<file path="src/rtl/rca_config.sv">
// Shared configuration for the RCA partial-reconfiguration scheduler: slot count, queue depth,
// bitstream id width, request record and scheduler state encoding.
package rca_config;

  localparam int unsigned NUM_RCAS              = 4;
  localparam int unsigned MAX_PR_QUEUE_REQUESTS = 8;
  localparam int unsigned BITSTREAM_ID_W        = 8;
  localparam int unsigned RCA_ID_W              = (NUM_RCAS > 1) ? $clog2(NUM_RCAS) : 1;

  typedef struct packed {
    logic [RCA_ID_W-1:0]       rca_id;
    logic [BITSTREAM_ID_W-1:0] bitstream_id;
  } pr_request_t;

  typedef enum logic [1:0] {
    StIdle,
    StWaitIdle,
    StProgram
  } pr_sched_state_t;

endpackage

</file>
<file path="src/rtl/rca_pr_queue.sv">
// Circular FIFO of pending PR requests; also exposes every slot with a valid mask so the
// scheduler can look for duplicates.
module rca_pr_queue #(
  parameter int unsigned Depth = 8,
  parameter int unsigned Width = 10,
  localparam int unsigned PtrW = (Depth > 1) ? $clog2(Depth) : 1,
  localparam int unsigned CntW = $clog2(Depth + 1)
) (
  input  logic                   clk_i,
  input  logic                   rst_i,
  input  logic                   push_i,
  input  logic [Width-1:0]       push_data_i,
  input  logic                   pop_i,
  output logic [Width-1:0]       head_o,
  output logic [CntW-1:0]        count_o,
  output logic                   empty_o,
  output logic [Depth*Width-1:0] entries_o,
  output logic [Depth-1:0]       entry_valid_o
);

  logic [Width-1:0] mem_q [Depth];
  logic [PtrW-1:0]  wr_ptr_q, rd_ptr_q;
  logic [CntW-1:0]  count_q;

  function automatic logic [PtrW-1:0] ptr_inc(input logic [PtrW-1:0] p);
    return (p == PtrW'(Depth - 1)) ? '0 : p + 1'b1;
  endfunction

  always_ff @(posedge clk_i or posedge rst_i) begin
    if (rst_i) begin
      wr_ptr_q <= '0;
      rd_ptr_q <= '0;
      count_q  <= '0;
    end else begin
      if (push_i) wr_ptr_q <= ptr_inc(wr_ptr_q);
      if (pop_i)  rd_ptr_q <= ptr_inc(rd_ptr_q);
      unique case ({push_i, pop_i})
        2'b10:   count_q <= count_q + 1'b1;
        2'b01:   count_q <= count_q - 1'b1;
        default: count_q <= count_q;
      endcase
    end
  end

  // Storage needs no reset: slots are only read once the pointers mark them live.
  always_ff @(posedge clk_i) begin
    if (push_i) mem_q[wr_ptr_q] <= push_data_i;
  end

  assign head_o  = mem_q[rd_ptr_q];
  assign count_o = count_q;
  assign empty_o = (count_q == '0);

  for (genvar i = 0; i < Depth; i++) begin : g_entry
    assign entries_o[i*Width +: Width] = mem_q[i];
    assign entry_valid_o[i] =
        ((32'(i) + 32'(Depth) - 32'(rd_ptr_q)) % 32'(Depth)) < 32'(count_q);
  end

endmodule

</file>
<file path="src/rtl/rca_pr_scheduler.sv">
// Queues PR requests and programs one RCA at a time once it drains. Define RCA_PR_DEDUP_EN to
// drop requests already queued or in progress.
module rca_pr_scheduler #(
  parameter int unsigned NUM_RCAS              = rca_config::NUM_RCAS,
  parameter int unsigned MAX_PR_QUEUE_REQUESTS = rca_config::MAX_PR_QUEUE_REQUESTS,
  parameter int unsigned BITSTREAM_ID_W        = rca_config::BITSTREAM_ID_W,
  localparam int unsigned RCA_W = (NUM_RCAS > 1) ? $clog2(NUM_RCAS) : 1,
  localparam int unsigned CNT_W = $clog2(MAX_PR_QUEUE_REQUESTS + 1),
  localparam int unsigned REQ_W = RCA_W + BITSTREAM_ID_W
) (
  input  logic                      clk,
  input  logic                      rst,
  input  logic                      req_valid,
  input  logic [RCA_W-1:0]          req_rca,
  input  logic [BITSTREAM_ID_W-1:0] req_bitstream,
  output logic                      req_ready,
  input  logic [NUM_RCAS-1:0]       rca_busy,
  output logic [NUM_RCAS-1:0]       rca_lock,
  output logic                      pr_start,
  output logic [RCA_W-1:0]          pr_rca,
  output logic [BITSTREAM_ID_W-1:0] pr_bitstream,
  input  logic                      pr_done,
  output logic [CNT_W-1:0]          queue_count
);

  rca_config::pr_sched_state_t state_q, state_d;
  logic [RCA_W-1:0]          rca_q, rca_d;
  logic [BITSTREAM_ID_W-1:0] bs_q, bs_d;
  logic                      start_q, start_d;

  logic                                   accept, push, pop, dup, q_empty;
  logic [REQ_W-1:0]                       head;
  logic [MAX_PR_QUEUE_REQUESTS*REQ_W-1:0] entries;
  logic [MAX_PR_QUEUE_REQUESTS-1:0]       entry_valid;

  assign req_ready = (queue_count != CNT_W'(MAX_PR_QUEUE_REQUESTS));
  assign accept    = req_valid && req_ready;
  assign push      = accept && !dup;
  assign pop       = (state_q == rca_config::StIdle) && !q_empty;

`ifdef RCA_PR_DEDUP_EN
  always_comb begin
    dup = (state_q != rca_config::StIdle) && (rca_q == req_rca) && (bs_q == req_bitstream);
    for (int i = 0; i < int'(MAX_PR_QUEUE_REQUESTS); i++) begin
      if (entry_valid[i] && (entries[i*REQ_W +: REQ_W] == {req_rca, req_bitstream})) dup = 1'b1;
    end
  end
`else
  logic unused_entries;
  assign unused_entries = ^{entries, entry_valid};
  assign dup            = 1'b0;
`endif

  rca_pr_queue #(
    .Depth (MAX_PR_QUEUE_REQUESTS),
    .Width (REQ_W)
  ) u_queue (
    .clk_i         (clk),
    .rst_i         (rst),
    .push_i        (push),
    .push_data_i   ({req_rca, req_bitstream}),
    .pop_i         (pop),
    .head_o        (head),
    .count_o       (queue_count),
    .empty_o       (q_empty),
    .entries_o     (entries),
    .entry_valid_o (entry_valid)
  );

  always_comb begin
    state_d = state_q;
    rca_d   = rca_q;
    bs_d    = bs_q;
    start_d = 1'b0;
    unique case (state_q)
      rca_config::StIdle: begin
        if (!q_empty) begin
          {rca_d, bs_d} = head;
          state_d       = rca_config::StWaitIdle;
        end
      end
      rca_config::StWaitIdle: begin
        if (!rca_busy[rca_q]) begin
          state_d = rca_config::StProgram;
          start_d = 1'b1;
        end
      end
      rca_config::StProgram: begin
        if (pr_done) state_d = rca_config::StIdle;
      end
      default: state_d = rca_config::StIdle;
    endcase
  end

  always_ff @(posedge clk or posedge rst) begin
    if (rst) begin
      state_q <= rca_config::StIdle;
      rca_q   <= '0;
      bs_q    <= '0;
      start_q <= 1'b0;
    end else begin
      state_q <= state_d;
      rca_q   <= rca_d;
      bs_q    <= bs_d;
      start_q <= start_d;
    end
  end

  always_comb begin
    rca_lock = '0;
    if (state_q != rca_config::StIdle) rca_lock[rca_q] = 1'b1;
  end

  assign pr_start     = start_q;
  assign pr_rca       = rca_q;
  assign pr_bitstream = bs_q;

endmodule

</file>
<file path="config.mk">
export PLATFORM = sky130hd
export DESIGN_NAME = rca_pr_scheduler
export DESIGN_NICKNAME = d
export VERILOG_FILES = /design/src/rtl/rca_config.sv /design/src/rtl/rca_pr_queue.sv /design/src/rtl/rca_pr_scheduler.sv
export SDC_FILE = /design/constraint.sdc
export NUM_CORES = 1
export LEC_CHECK = 0
export CORE_MARGIN = 4
export CORE_UTILIZATION = 55
export DETAILED_ROUTE_END_ITERATION = 6
export PLACE_DENSITY = 0.75
export SLEW_MARGIN = 20
export SYNTH_ARGS = -nofsm -noshare
export SYNTH_HDL_FRONTEND = slang
export SYNTH_SLANG_ARGS = --single-unit
</file>
<file path="constraint.sdc">
create_clock -name clk -period 3 [get_ports clk]
set_clock_uncertainty 0.2 [all_clocks]
set_input_delay 0.6 -clock clk [delete_from_list [all_inputs] [get_ports clk]]
set_output_delay 0.6 -clock clk [all_outputs]
set_load 0.01 [all_outputs]
</file>
# After elaboration in Yosys (flattened, before gate mapping)
# Memories as Yosys holds them, arrays and structs flattened. A register that Yosys moved wholly into a read port is not among the register bits.
# Index checks and enable logic that the tools add are counted.
# Widths: inputs -> output; s select.
# totals
latchBits	0
ramBits	80
word_cells	49
ff_bits	13
n_memories	1
rom_bits	0
# op_classes
order_cmp	2
mul	0
reduce_logical	10
n_bitwise	1
muxes	16
div	0
shift	0
eq_ne	10
add_sub_neg	4
# memory_table
memory	depth	word_bits	rd	rd_ports_with_merged_regs	wr	line_no	rtl
u_queue.mem_q	8	10	1	1	1	rca_pr_queue.sv:21	logic [Width-1:0] mem_q [Depth];
# ops
cell	n
$pmux 4 s2	1
$add 3x1->3 const B	2
$eq 3x3->1 const B	2
$mux 1	6
$mux 2	3
$mux 3	2
$ne 2x2->1 const B	3
$pmux 2 s3	1
$add 4x1->4 const B	1
$eq 2x1->1 const B	2
$eq 2x2->1 const B	2
$logic_not 4->1	1
$mux 4	1
$ne 4x4->1 const B	1
$reduce_bool 2->1	2
$sub 4x1->4 const B	1
$logic_and 1x1->1	3
$lt 2x3->1 const B	1
$reduce_and 3->1	1
$bmux 1 s2	1
$demux 1 s2	1
$ge 2x1->1 const B	1
$logic_not 2->1	1
$reduce_and 2->1	1
2 further kinds	2

# Depth between registers and ports, before layout
# depth
ltp_word	5
mapped_depth	11
mapped_depth_nobuf	10

# Hierarchy
# Synthesis repeated with hierarchy kept, for this count alone.
# unflattened
hier_cells	293
area_unflattened_um2	4594.4
# modules_own_cells
module	instances	area_per_inst_um2	cells_each	seq_area_each_um2
rca_pr_queue	1	3966.3	247	2652.5
rca_pr_scheduler	1	628.1	46	325.3

# Worst setup path after synthesis
# No wires, ideal clock.
# synth_path
path_kind	register to register
startpoint	register u_queue.count_q[1], in the netlist u_queue.count_o[1]
endpoint	memory u_queue.mem_q[0][0] (enable)
path_buffers	0
path_stages_with_launch	5
synth_period_minus_slack_ns	2.496
setup_slack_ns	0.504
arrival_ns	1.892
path_cell_list	dfrtp_1 -> nor3_2 -> nand2_1 -> nand2_2 -> nor4_1
# synth_between
elab_chain_len	4
# synth_rtl
element	line_no	rtl
start: declaration	rca_pr_queue.sv:23	logic [CntW-1:0] count_q;
start signal: assignment	rca_pr_queue.sv:38	2'b10: count_q <= count_q + 1'b1;
start signal: assignment	rca_pr_queue.sv:39	2'b01: count_q <= count_q - 1'b1;
start signal: assignment	rca_pr_queue.sv:40	default: count_q <= count_q;
$ne 4x4->1	rca_pr_scheduler.sv:36	assign req_ready = (queue_count != CNT_W'(MAX_PR_QUEUE_REQUESTS));
named net req_ready	rca_pr_scheduler.sv:16	output logic req_ready,
$logic_and 1x1->1	rca_pr_scheduler.sv:37	assign accept = req_valid && req_ready;
$mux 1	rca_pr_queue.sv:47	if (push_i) mem_q[wr_ptr_q] <= push_data_i;
$mux 1 (not written as such)	rca_pr_queue.sv:47	
end: declaration	rca_pr_queue.sv:21	
# The timed path passes the listed nets, and every way through them passes these cells.

# Final worst setup path
# layout_path
startpoint	register u_queue.count_q[1], in the netlist u_queue.count_o[1]
endpoint	register u_queue.count_q[2], in the netlist u_queue.count_o[2]
# layout_between
elab_chain_len	5
# layout_rtl
element	line_no	rtl
$logic_not 4->1	rca_pr_queue.sv:52	assign empty_o = (count_q == '0);
$logic_not 1->1	n/a	
$logic_and 1x1->1	rca_pr_scheduler.sv:39	assign pop = (state_q == rca_config::StIdle) && !q_empty;
$eq 2x1->1 / $eq 2x2->1 (equally long branches)	rca_pr_queue.sv:37	unique case ({push_i, pop_i})
$pmux 4 s2 / $reduce_bool 2->1 (equally long branches)	n/a	
# Parallel ways exist; a longest one is shown, timed or not.
# A chain may end at the register's enable or synchronous reset.

==> key figures <==
Drt
  • Vias post-DR: 2336
  • Starting DRT DRC Count: 175
  • Vias/cell: 5.46
  • First-pass DRT Iterations: 4
  • ANT nets after route: 0
  • DRC viols: 0
  • WL per Instance: approximately 18 um
  • Final WL: 7640 um

Floorplan
  • IO Pins: 38
  • Die height: ~96 um
  • DIE WIDTH: ~96 um
  • Total die area: 9180 um^2
  • Site row count: 31
  • Initial core utilization: 0.576
  • Placeable Area: 7370 um^2

Clocking
  • Max Buffers Root-to-Sink: 2
  • Total CTS buffers: 9
  • Root buffer cell: clkbuf_8
  • Clk slew on worst S/H paths: 90 ps
  • Clk_lat worst skew: 360 ps
  • Post-CTS resize count: 0
  • Cts hold-fix bufs: 0
  • CTS tree: yes
  • Clk sinks: 103
  • Postcts setup bufs: 0
  • Clock H-tree levels: 3

Critical path
  • Critical path type: flop to flop
  • Crit-path most repeated cell: xor2_1
  • Worst EP arrival: about 2600 ps
  • Critical Path Source Type: flop
  • Slowest cell on crit path: dfrtp_1
  • Reg-to-reg slack, setup: 400 ps
  • Worst r2r path cells: 10
  • WP data required: 3050 ps
  • Setup crit end kind: flop
  • R2R Path Start: u_queue.count_o[1]$_DFFE_PP0P_
  • Worst setup path start: u_queue.count_o[1]$_DFFE_PP0P_
  • Slowest Stage Delay on Critical Path: 490 ps
  • Worst r2r dst: u_queue.count_o[2]$_DFFE_PP0P_
  • Crit-path max FO: 15
  • CP endpoint: u_queue.count_o[2]$_DFFE_PP0P_
  • CP cell instances: nor3_2, a211o_4, inv_4, ha_1, xor2_1, ha_1, a21oi_1, xor2_1, nor2_1, xor2_1

STA
  • Hold Vio Cnt, Final: 0
  • Setup TNS: 0 ps
  • Final setup viols: 0
  • Max-slew headroom: 0.527
  • Actual slew at the worst max-slew pin: roughly 710 ps
  • Max-slew violation count: 0
  • Period utilisation layout: 0.865
  • Unrepaired setup endpoints after global routing: false
  • Max frequency: 385 MHz
  • Final Critical Period: 2600 ps
  • Hold WS: approximately 220 ps

Synth
  • Largest family of logic cells by synthesized area: multiplexers
  • Yosys Warn Count: 0
  • Mean Syn Cell Area: 15.6 um^2
  • Post-synthesis compound-gate area fraction: 0.0495
  • Sequential fraction of the synthesis area: 0.702
  • Share of the synthesized area in the top cell type: 0.566
  • Cell variety after synth: 36
  • Post-synthesis simple-gate area fraction: 0.0870
  • Synthesized instance count: 272
  • Post-Synth Adder-Cell Area: 0.0206
  • Synth Area in XOR/XNOR: 0.0103
  • Cell area after synthesis: 4240 um^2
  • Mux cell area share after synthesis: 0.110
  • Cell taking the most area after synthesis: edfxtp_1
  • Yosys reg bits: 103
  • Fraction of registers with async set or reset after synthesis: 0.223
  • Number of synthesized flops with an enable pin: 80
  • Most used DFF post-synth: edfxtp_1
  • Area contributors post-synth: edfxtp_1, dfrtp_1, mux2i_1
  • Post-Syn Nets: 297

Cells and area
  • Commonest non-fill, non-tap cell in the layout: edfxtp_1
  • # diodes: 0
  • Commonest cells after routing, fill and taps aside: edfxtp_1, mux2i_1, clkdlybuf4s50_1
  • Area Overhead vs Synth: 16.6%
  • Fillers: 543
  • Final layout net count: 349
  • Fraction of layout cells with a size suffix above 1: 0.140

Global routing
  • First-pass GRT wire length: 11700 um
  • GR Overflow Total: 0
  • Initial antenna violation count: 0
  • Largest net degree at the start of global routing: 26
  • Number of global-route vias before repair: 2228
  • GR Util All Layers: 0.180

Power
  • Pwr dens: 945 nW/um^2
  • Leak: between 1.5 and 2 nW
  • Peak supply drop: roughly 0.4 mV

Flow run
  • # Max-Cap Violations: 0

Placed design
  • Port Buffers: 37
  • GPL Wtd Cong: 0.774
  • DP HPWL: slightly below 5000 um

Run status
  • Outcome: finished, final reports clean

Min path
  • Worst Hold Class: input pin to async pin
[worst min-delay path by stage]
stage | startpoint | endpoint | cells after the start
4_1_cts | rst | pr_bitstream[0]$_DFFE_PP0P_ | 2
3_3_place_gp | pr_bitstream[1]$_DFFE_PP0P_ | pr_bitstream[1]$_DFFE_PP0P_ | 2
3_5_place_dp | pr_bitstream[1]$_DFFE_PP0P_ | pr_bitstream[1]$_DFFE_PP0P_ | 2
2_1_floorplan | state_q[1]$_DFFE_PP0P_ | pr_start$_DFF_PP0_ | 1
6_report | rst | pr_bitstream[0]$_DFFE_PP0P_ | 2
5_1_grt | rst | pr_bitstream[0]$_DFFE_PP0P_ | 2
[cell families (layout without fill, tap and decap cells)]
kind of cell    Yosys count  after routing
flops                   103            103
simple gates             70             70
mux                      45             45
compound gates           28             28
buf+inv                  14             71
fa+ha+maj                 7              7
xor+xnor                  5              5
[area by class of cell]
class	instances	area [um^2]	share of cell area
clock inverters	5	35.0	0.00708
well taps	99	124	0.0250
flip-flops and latches	103	2980	0.602
inverters	4	17.5	0.00354
repair buffers	51	475	0.0961
clock buffers	11	131	0.0266
multi-input cells	155	1180	0.240
[flip-flops by register name, indices dropped and copies added, names as in the netlist]
register	cells
u_queue.mem_q	80
pr_bitstream	8
u_queue.count_o	4
u_queue.rd_ptr_q	3
u_queue.wr_ptr_q	3
pr_rca	2
state_q	2
pr_start	1
[per-stage QoR]
stage,power [W],utilization,area [um^2],setup slack [ps],std cells
floorplan,0.00334,-,4240,504,272
global placement,0.00393,0.649,4780,325,412
CTS,0.00472,0.671,4950,372,428
global route,0.00499,0.671,4950,214,428
finish,0.00468,0.671,4950,404,428
detailed placement,0.00399,0.649,4780,281,412
[synthesized netlist by cell type, types with 4 or more instances]
library cell / number
a22oi_1: 20
dfrtp_1: 23
edfxtp_1: 80
ha_1: 7
mux2_2: 4
mux2i_1: 40
nand2_1: 28
nand3_1: 4
nand3_2: 7
nor2_1: 10
nor3_1: 7
[routing by layer]
| layer | GRT usage | wire length, um | part of all wire |
|---|---|---|---|
| met1 | 0.237 | 3350 | 0.44 |
| met2 | 0.300 | 3770 | 0.49 |
| met3 | 0.0266 | 386 | 0.051 |
| met4 | 0.0746 | 129 | 0.017 |
| met5 | 0 | 0 | 0 |
[where the power goes]
group,internal [W],total (W),switching [W]
Sequential,0.00188,0.00218,0.000307
Clock,0.000301,0.000737,0.000437
Combinational,0.000860,0.00176,0.000897
[worst max-delay path: cells and delay by family, from the launching register on]
| kind | cells | cell delay (ps) |
|---|---|---|
| fa+ha+maj | 2 | 470 |
| flops | 1 | 490 |
| simple gates | 2 | 160 |
| buf+inv | 1 | 200 |
| compound gates | 2 | 570 |
| xor+xnor | 3 | 380 |
No activity file was read; power rests on OpenSTA's default activity.
